==> config.mk <==
export PLATFORM = sky130hd
export DESIGN_NAME = sc_register_point
export DESIGN_NICKNAME = d
export VERILOG_FILES = /design/src/rtl/sc_register_point.sv
export SDC_FILE = /design/constraint.sdc
export NUM_CORES = 1
export LEC_CHECK = 0
export BUFFER_PORTS_ARGS = -buffer_cell sky130_fd_sc_hd__buf_2
export CORE_MARGIN = 5
export CORE_UTILIZATION = 56
export DETAILED_ROUTE_END_ITERATION = 12
export PLACE_DENSITY = 0.85
export SLEW_MARGIN = 25
export SYNTH_ARGS = -nofsm -noshare
export SYNTH_HDL_FRONTEND = slang
export SYNTH_SLANG_ARGS = --single-unit
==> constraint.sdc <==
create_clock -name SC_STATEMACHINEPOINT_CLOCK_50 -period 4.9 [get_ports SC_STATEMACHINEPOINT_CLOCK_50]
set_input_delay 0.735 -clock SC_STATEMACHINEPOINT_CLOCK_50 [delete_from_list [all_inputs] [get_ports SC_STATEMACHINEPOINT_CLOCK_50]]
set_output_delay 0.735 -clock SC_STATEMACHINEPOINT_CLOCK_50 [all_outputs]
set_load 0.01 [all_outputs]
==> src/rtl/sc_register_point.sv <==
// Point-position register: one-hot car/point position shifted by the point FSM's clear/load/shift commands.
// Optional macro SC_REGISTER_POINT_WRAP_EN makes edge shifts wrap around instead of blocking.
module sc_register_point #(
  parameter int                   DATAWIDTH  = 8,
  parameter logic [DATAWIDTH-1:0] LOAD_VALUE = 8'b0001_0000,
  parameter int                   COUNTWIDTH = 8
) (
  input  logic                  SC_STATEMACHINEPOINT_CLOCK_50,
  input  logic                  SC_STATEMACHINEPOINT_RESET_InHigh,
  input  logic                  clear_InLow,
  input  logic                  load_InLow,
  input  logic [1:0]            shiftselection_In,
  input  logic                  leftButton_InLow,
  input  logic                  rightButton_InLow,
  output logic [DATAWIDTH-1:0]  data_Out,
  output logic                  sidecomparator_OutLow,
  output logic [COUNTWIDTH-1:0] moveCount_Out,
  output logic                  error_OutHigh
);

  // Command interface: clear_InLow, load_InLow and shiftselection_In are levels sampled on
  // every rising clock (no valid/ready pair); clear beats load, load beats shift, and the
  // result is visible one clock later. This block always accepts a command.

  localparam logic [DATAWIDTH-1:0]  ONE_DATA  = {{(DATAWIDTH-1){1'b0}}, 1'b1};
  localparam logic [COUNTWIDTH-1:0] ONE_COUNT = {{(COUNTWIDTH-1){1'b0}}, 1'b1};

  logic [DATAWIDTH-1:0]  dataReg, dataNext;
  logic [COUNTWIDTH-1:0] countReg, countNext, countBumped;
  logic                  errorReg, errorNext;
  logic                  corruptState;
  logic                  atLeftEdge, atRightEdge;

  assign atLeftEdge   = dataReg[DATAWIDTH-1];
  assign atRightEdge  = dataReg[0];
  // More than one bit set means the position register is corrupted.
  assign corruptState = (dataReg != '0) && ((dataReg & (dataReg - ONE_DATA)) != '0);
  assign countBumped  = (countReg == '1) ? countReg : countReg + ONE_COUNT;

  always_comb begin
    dataNext  = dataReg;
    countNext = countReg;
    errorNext = errorReg;
    if (!clear_InLow) begin
      dataNext  = '0;
      countNext = '0;
      errorNext = !load_InLow;
    end else if (!load_InLow) begin
      dataNext  = LOAD_VALUE;
      errorNext = errorReg | corruptState;
    end else begin
      case (shiftselection_In)
        2'b01: begin
          errorNext = errorReg | corruptState;
          if (!atLeftEdge) begin
            dataNext  = {dataReg[DATAWIDTH-2:0], 1'b0};
            countNext = countBumped;
          end else begin
`ifdef SC_REGISTER_POINT_WRAP_EN
            dataNext  = {dataReg[DATAWIDTH-2:0], dataReg[DATAWIDTH-1]};
            countNext = countBumped;
`else
            dataNext  = dataReg;
`endif
          end
        end
        2'b10: begin
          errorNext = errorReg | corruptState;
          if (!atRightEdge) begin
            dataNext  = {1'b0, dataReg[DATAWIDTH-1:1]};
            countNext = countBumped;
          end else begin
`ifdef SC_REGISTER_POINT_WRAP_EN
            dataNext  = {dataReg[0], dataReg[DATAWIDTH-1:1]};
            countNext = countBumped;
`else
            dataNext  = dataReg;
`endif
          end
        end
        2'b00:   errorNext = 1'b1;
        default: dataNext  = dataReg;
      endcase
    end
  end

  always_ff @(posedge SC_STATEMACHINEPOINT_CLOCK_50 or posedge SC_STATEMACHINEPOINT_RESET_InHigh) begin
    if (SC_STATEMACHINEPOINT_RESET_InHigh) begin
      dataReg  <= '0;
      countReg <= '0;
      errorReg <= 1'b0;
    end else begin
      dataReg  <= dataNext;
      countReg <= countNext;
      errorReg <= errorNext;
    end
  end

`ifdef SC_REGISTER_POINT_WRAP_EN
  assign sidecomparator_OutLow = 1'b1;
`else
  assign sidecomparator_OutLow = !((!leftButton_InLow && atLeftEdge) ||
                                   (!rightButton_InLow && atRightEdge));
`endif

  assign data_Out      = dataReg;
  assign moveCount_Out = countReg;
  assign error_OutHigh = errorReg;

endmodule

==> summary.md, run 1 <==
| Metric | Value |
|---|---|
| Required @ worst endpoint | `roughly 5100 ps` |
| Nets | `roughly 150` |
| Final Total Pwr | `between 0.2 and 0.3 mW` |
| Worst min path class | `input pin to async pin` |
| Final-report setup violation count | `0` |
| Die width | `roughly 54 um` |
| Clock buffer depth | `2` |
| Status | `completed` |
| Syn_nets | `129` |
| Kind of critical path | `input pin to flip-flop` |
| RSZ-0062 raised after global routing | `no` |
| # clock sinks | `17` |
| Die footprint | `approximately 2900 sq um` |
| Final Hold Viols | `0` |
| Avg Inst Size Synth | `9.304 sq um` |
| Register area | `around 430 sq um` |
| Power Internal | `0.1880 mW` |
| Post-Route WL | `~2.5 mm` |
| GR Overflow Total | `0` |
| CTS resizes | `0` |
| Antenna violations before repair | `0` |
| Die Y | `roughly 54 um` |
| First-pass GRT wire length | `between 4 and 5 mm` |
| Worst path max stage delay | `about 640 ps` |
| Critical path's slowest cell | `a21oi_1` |
| DR pass1 iterations | `4` |
| Delay-heaviest family, CP | `compound AO/OA/AOI/OAI gates` |
| Routed len/inst | `about 15 um` |
| Clock Root Buffer | `clkbuf_4` |
| DP Wirelength | `1.922 mm` |
| Row count | `16` |
| Yosys warns | `0` |
| Clk_skew | `1.173 ps` |
| Total number of vias | `roughly 1000` |
| Post-CTS Setup Bufs | `0` |
| CP cell instances | `buf_2 > inv_1 > ha_1 > nand2_1 > a21oi_1 > a211oi_1 > a21o_1` |
| Seq/Total Area, Yosys | `around two fifths` |
| Placer Congestion | `approximately 0.9` |
| CTS Buf Count | `3` |
| Synth top area share | `between 30% and 40%` |
| Fillcell total | `~160` |
| Post-synth top flop | `dfrtp_1` |
| Min Clock Period, post-route | `2308 ps` |
| Starting Density | `between 50% and 60%` |
| Unique masters post-synth | `42` |
| Area growth, synth to finish | `14.37%` |
| Clock network fraction of design power | `28.7%` |
| Synthesized instance count | `117` |
| Initial drt markers | `19` |
| Worst Setup End Kind | `flip-flop` |
| Peak VDD IR | `around 0.21 mV` |
| TritonCTS clock tree | `done` |
| NetSw | `between 0.07 and 0.08 mW` |
| Final slew viol count | `0` |
| Maximum clock rate | `between 400 and 500 MHz` |
| Share of cells above drive strength 1 | `approximately a quarter` |
| Number of diodes | `0` |
| Worst-path clk slew | `100 ps` |
| Setup_tns | `0 ps` |
| Worst reg2reg path depth | `4` |
| Number of enable flip-flop cells after synthesis | `0` |
| CTS Hold Bufs | `0` |
| Asr flop ratio synth | `100.0%` |
| Seq cells post-synth | `17` |
| Max cap viols | `0` |
| Via density | `approximately 6.1` |
| Leakage power total | `slightly above 0.6 nW` |
| Buf/Inv on CP | `2` |
| Worst Path Max Fanout | `13` |
| Largest net degree at the start of global routing | `18` |
| Largest cells by area after synthesis | `dfrtp_1 (39%), a21oi_1 (5.1%), ha_1 (4.6%)` |
| H-Tree Depth | `1` |
| Post-route DRC violation count | `0` |
| Clk_lat worst skew | `approximately 290 ps` |
| CP Depth | `7` |
| Worst-margin pin slew | `just under 800 ps` |
| Seq pwr share | `a little under three fifths` |
| I/O Buffers | `25` |
| Vias in the first global route | `between 900 and 1000` |
| Multi-input logic area | `between 600 and 700 sq um` |
| Crit share post-route | `47.09%` |
| Cell taking the most area after synthesis | `dfrtp_1` |
| Detail Route Antenna Nets | `0` |
| CP startpoint kind | `input pin` |
| Crit path DAT | `around 2500 ps` |
| Tot GR Track Use | `between 10% and 20%` |
| Core Area | `roughly 1900 sq um` |
| Top Ports | `26` |
| Mapped Area | `approximately 1100 sq um` |
| Total power density per cell area | `209.7 nW/um^2` |
| Combinational share of power | `roughly 15%` |
| Max_slew headroom | `47.77%` |
| Switching part of the total | `roughly 28%` |
## synth_stat cells, types with 2 or more instances
| master | n |
|---|---|
| o31ai_1 | 5 |
| a21o_1 | 2 |
| a21oi_1 | 11 |
| o41ai_1 | 3 |
| nor2_1 | 3 |
| and4_4 | 2 |
| nand2b_1 | 3 |
| or3_1 | 2 |
| nor3_1 | 3 |
| dfrtp_1 | 17 |
| inv_1 | 6 |
| ha_1 | 4 |
| o21ai_0 | 5 |
| or4_1 | 2 |
| nand3_1 | 3 |
| a22oi_1 | 3 |
| buf_2 | 3 |
| a31oi_1 | 2 |
| nand2_1 | 13 |
| nand4_1 | 3 |
## cells in the final DEF, fill, tap and decap left out, drive strengths merged, types with 2 or more instances in the layout
cell and count:
nand2 13, a22oi 4, nand2b 3, nor3 3, nand3 3, ha 4, clkbuf 3, a21o 2
a21oi 11, o31ai 5, and4 2, dfrtp 17, o41ai 3, o21ai 5, or4 2, nor2 3
or3 2, a31oi 2, inv 7, buf 25, nand4 3
## cells by family (layout without fill, tap and decap cells)
| kind of cell | Yosys count | after routing | share of synthesized area, % |
|---|---|---|---|
| mux | 1 | 1 | 0.9196 |
| compound gates | 43 | 43 | 29.66 |
| fa+ha+maj | 5 | 5 | 5.517 |
| flops | 17 | 17 | 39.08 |
| simple gates | 39 | 39 | 19.66 |
| buf+inv | 12 | 36 | 5.171 |
## metal layers
| metal | up-vias | global-route usage (%) | part of all wire (%) |
|---|---|---|---|
| met4 | 0 | 9.129 | 1.5 |
| met3 | 7 | 3.601 | 7.0 |
| met1 | 477 | 24.02 | 40 |
| met2 | 46 | 33.47 | 51 |
| met5 | - | 0 | 0 |
| li1 | 496 | - | - |
## worst paths after layout
check	start	slack (ps)	end
hold reg to reg	moveCount_Out[4]	600	moveCount_Out[4]
hold / removal	SC_STATEMACHINEPOINT_RESET_InHigh	520	moveCount_Out[4]
min in group SC_STATEMACHINEPOINT_CLOCK_50	moveCount_Out[4]	600	moveCount_Out[4]
max in group asynchronous	SC_STATEMACHINEPOINT_RESET_InHigh	3970	moveCount_Out[1]
setup / recovery	shiftselection_In[0]	2590	data_Out[6]
setup reg to reg	data_Out[7]	3040	data_Out[6]
## power by group through the flow
stage | Sequential, mW | Clock, mW | Combinational [mW]
2_1_floorplan | 0.151 | 0 | 0.0247
3_3_place_gp | 0.151 | 0 | 0.0368
3_5_place_dp | 0.151 | 0 | 0.0384
4_1_cts | 0.148 | 0.0795 | 0.0385
5_1_grt | 0.149 | 0.0869 | 0.0422
6_report | 0.148 | 0.0748 | 0.0382
## sequential cells by signal, summed over array words and instances (netlist names)
register       cells
data_Out           8
moveCount_Out      8
error_OutHigh      1
## cell type report
cell class                      count  area share, %
Inverter                            7          2.111
Tap cell                           27          2.714
Clock buffer                        3          1.809
Multi-Input combinational cell     88          48.74
Sequential cell                    17          34.17
Clock inverter                      1         0.4020
Timing Repair Buffer               25          10.05
## per-stage QoR
| step | util [%] | instance area [sq um] | worst slack (ps) | std cells | hold WS (ps) |
|---|---|---|---|---|---|
| global placement | 64.01 | 1217 | 2405 | 164 | 563.1 |
| CTS | 65.46 | 1245 | 2639 | 168 | 529.2 |
| floorplan | - | 1089 | 2776 | 117 | 573.7 |
| finish | 65.46 | 1245 | 2592 | 168 | 515.1 |
| global route | 65.46 | 1245 | 2402 | 168 | 556.5 |
| detailed placement | 64.01 | 1217 | 2308 | 164 | 570.9 |
Note: power is estimated with default switching activity, not from simulation.
==> run 2: changes to the inputs <==
ABC_AREA = 1   (was unset)
CORE_ASPECT_RATIO = 1.75   (was unset)
CORE_UTILIZATION = 47   (was 56)
PLACE_DENSITY = 0.76   (was 0.85)
clock period = 2 ns   (was 4.9 ns; I/O delays follow)
==> run 2 against run 1 <==
  * Combinational power increased to 3.0 times the previous value
  * Count of clock-buffer cells in the layout unchanged
  * Non-clock buffer count unchanged
  * Critical path depth decreased by 3
  * Synthesized cell count increased by 32%
==> summary.md, run 2 <==
| Metric | Value |
|---|---|
| Final Hold Viols | `0` |
| Final slew viol count | `0` |
| Clock Root Buffer | `clkbuf_8` |
| Via density | `5.688` |
| Number of enable flip-flop cells after synthesis | `0` |
| Post-route DRC violation count | `0` |
| Detail Route Antenna Nets | `0` |
| CTS Buf Count | `3` |
| Clock buffer depth | `2` |
| Post-synth top cells | `nand2_1 (28), inv_1 (24), o21ai_0 (18), dfrtp_1 (17)` |
| Post-synth top flop | `dfrtp_1` |
| Top Ports | `26` |
| CP startpoint kind | `flip-flop` |
| Area growth, synth to finish | `15.14%` |
| Register area | `between 400 and 500 sq um` |
| Worst-path clk slew | `roughly 70 ps` |
| Reg2Reg Setup Slack | `between 400 and 500 ps` |
| CTS Hold Bufs | `0` |
| Core Area | `about 2300 sq um` |
| Required @ worst endpoint | `1700 ps` |
| H-Tree Depth | `1` |
| Synthesized instance count | `about 160` |
| Initial drt markers | `57` |
| Row count | `23` |
| Fillcell total | `between 200 and 250` |
| Number of diodes | `0` |
| Clk_lat worst skew | `roughly 260 ps` |
| Max cap viols | `0` |
| I/O Buffers | `25` |
| Post-Route WL | `between 2 and 3 mm` |
| FF-to-FF Start | `moveCount_Out[0]` |
| Die Y | `approximately 75 um` |
| Syn_nets | `~170` |
| Die footprint | `roughly 3500 sq um` |
| Worst-margin pin slew | `674.4 ps` |
| # clock sinks | `17` |
| Highest-count cells in the layout ignoring fill and taps | `nand2_1 (28), buf_2 (25), inv_1 (24), o21ai_0 (18), dfrtp_1 (17)` |
| RSZ-0062 raised after global routing | `no` |
| Worst reg2reg path depth | `8` |
| Asr flop ratio synth | `100.0%` |
| Antenna violations before repair | `0` |
| Maximum clock rate | `approximately 650 MHz` |
| Post-CTS Setup Bufs | `0` |
| Seq/Total Area, Yosys | `between 30 and 40%` |
| Worst min path class | `input pin to async pin` |
| Routed len/inst | `~14 um` |
| Tot GR Track Use | `18.41%` |
| Final-report setup violation count | `0` |
| TritonCTS clock tree | `done` |
| Most common cell after layout, fill and taps aside | `nand2_1` |
| Crit path DAT | `around 1200 ps` |
| GR Overflow Total | `0` |
| Clk_skew | `between 5 and 6 ps` |
| Worst Setup End Kind | `output pin` |
| Design area | `roughly 1300 sq um` |
| Share of cells above drive strength 1 | `about a fifth` |
| Total power density per cell area | `around 580 nW/um^2` |
| Multi-input logic area | `between 500 and 600 sq um` |
| Crit share post-route | `76.72%` |
| DP Wirelength | `2.149 mm` |
| Die width | `between 40 and 50 um` |
| Worst Path Max Fanout | `11` |
| First-pass GRT wire length | `roughly 4.8 mm` |
| Largest cells by area after synthesis | `dfrtp_1 (38%), nand2_1 (9.4%), o21ai_0 (8.0%)` |
| Unique masters post-synth | `24` |
| Most common cell in the netlist | `nand2_1` |
| CTS resizes | `0` |
| Leakage power total | `0.6881 nW` |
| Mapped Area | `about 1100 sq um` |
| Avg Inst Size Synth | `~7.2 sq um` |
| Nets | `between 150 and 200` |
| RR Endpoint | `moveCount_Out[2]` |
| DR pass1 iterations | `4` |
| Yosys warns | `0` |
| Seq cells post-synth | `17` |
| Synth top area share | `37.86%` |
| Starting Density | `48.80%` |
| Vias in the first global route | `~1100` |
| Min Clock Period, post-route | `1534 ps` |
| Kind of critical path | `flip-flop to output pin` |
| Max_slew headroom | `a little over half` |
| Largest net degree at the start of global routing | `18` |
| Placer Congestion | `0.8082` |
| Cell taking the most area after synthesis | `dfrtp_1` |
| Setup_tns | `0 ps` |
| Placed cell area | `between 1000 and 1500 sq um` |
| Total number of vias | `1166` |
| Status | `completed` |
| Peak VDD IR | `around 0.33 mV` |
-- run 2: changes by cell type after synthesis, moves of 4 or more --
cell | previous run | this run
a21oi_1 | 11 | 4
inv_1 | 6 | 24
nand2_1 | 13 | 28
nand3_1 | 3 | 16
nor2_1 | 3 | 16
o2111ai_1 | 0 | 4
o21ai_0 | 5 | 18
o31ai_1 | 5 | 0
-- run 2: worst max path at each step --
stage	start	endpoint	slack (ps)	depth (start not counted)
after floorplan	moveCount_Out[0]	moveCount_Out[0]	630	8
after global placement	shiftselection_In[0]	data_Out[2]	460	8
after detailed placement	shiftselection_In[0]	data_Out[3]	380	8
after CTS	data_Out[7]	sidecomparator_OutLow	460	4
after global routing	data_Out[7]	sidecomparator_OutLow	340	4
final	data_Out[7]	sidecomparator_OutLow	470	4
-- run 2: through the flow --
| step | total power, mW | worst slack [ps] | cells | utilization [%] | hold slack (ps) |
|---|---|---|---|---|---|
| global placement | 0.4899 | 456.0 | 201 | 54.18 | 431.2 |
| detailed placement | 0.4942 | 383.4 | 201 | 54.18 | 446.5 |
| CTS | 0.7574 | 463.9 | 205 | 56.20 | 166.4 |
| global route | 0.7941 | 341.8 | 205 | 56.20 | 198.7 |
| floorplan | 0.4573 | 628.6 | 155 | - | 226.1 |
| finish | 0.7484 | 465.6 | 205 | 56.20 | 127.9 |
-- run 2: routing by layer --
metal / share of wire, % / GRT usage, %
met5: 0 / 0
met4: 1.8 / 8.615
met3: 7.1 / 2.871
met2: 54 / 33.89
met1: 37 / 19.25
-- run 2: logic make-up after synthesis --
family	share of synthesized area, %
simple gates	27.73
compound gates	17.93
buf+inv	11.25
flops	37.86
fa+ha+maj	4.455
xor+xnor	0.7797
-- run 2: layout make-up --
class | count | share of cell area, %
sequential | 17 | 32.88
clock buffer | 3 | 3.191
clock inverter | 1 | 0.3868
tap | 25 | 2.418
inverter | 25 | 7.253
multi-input combinational | 109 | 44.20
timing repair buffer | 25 | 9.671
-- run 2: where the power goes --
part           internal (mW)  total (mW)  switching [mW]
Clock                  0.139       0.262           0.123
Sequential             0.355       0.371          0.0165
Combinational         0.0406       0.115          0.0748
Total                  0.534       0.748           0.214
-- run 2: critical path, cell delays in order, from the launching register on --
cell     delay (ps)
dfrtp_1         520
inv_1           120
o22ai_1         160
inv_1            50
buf_2           130
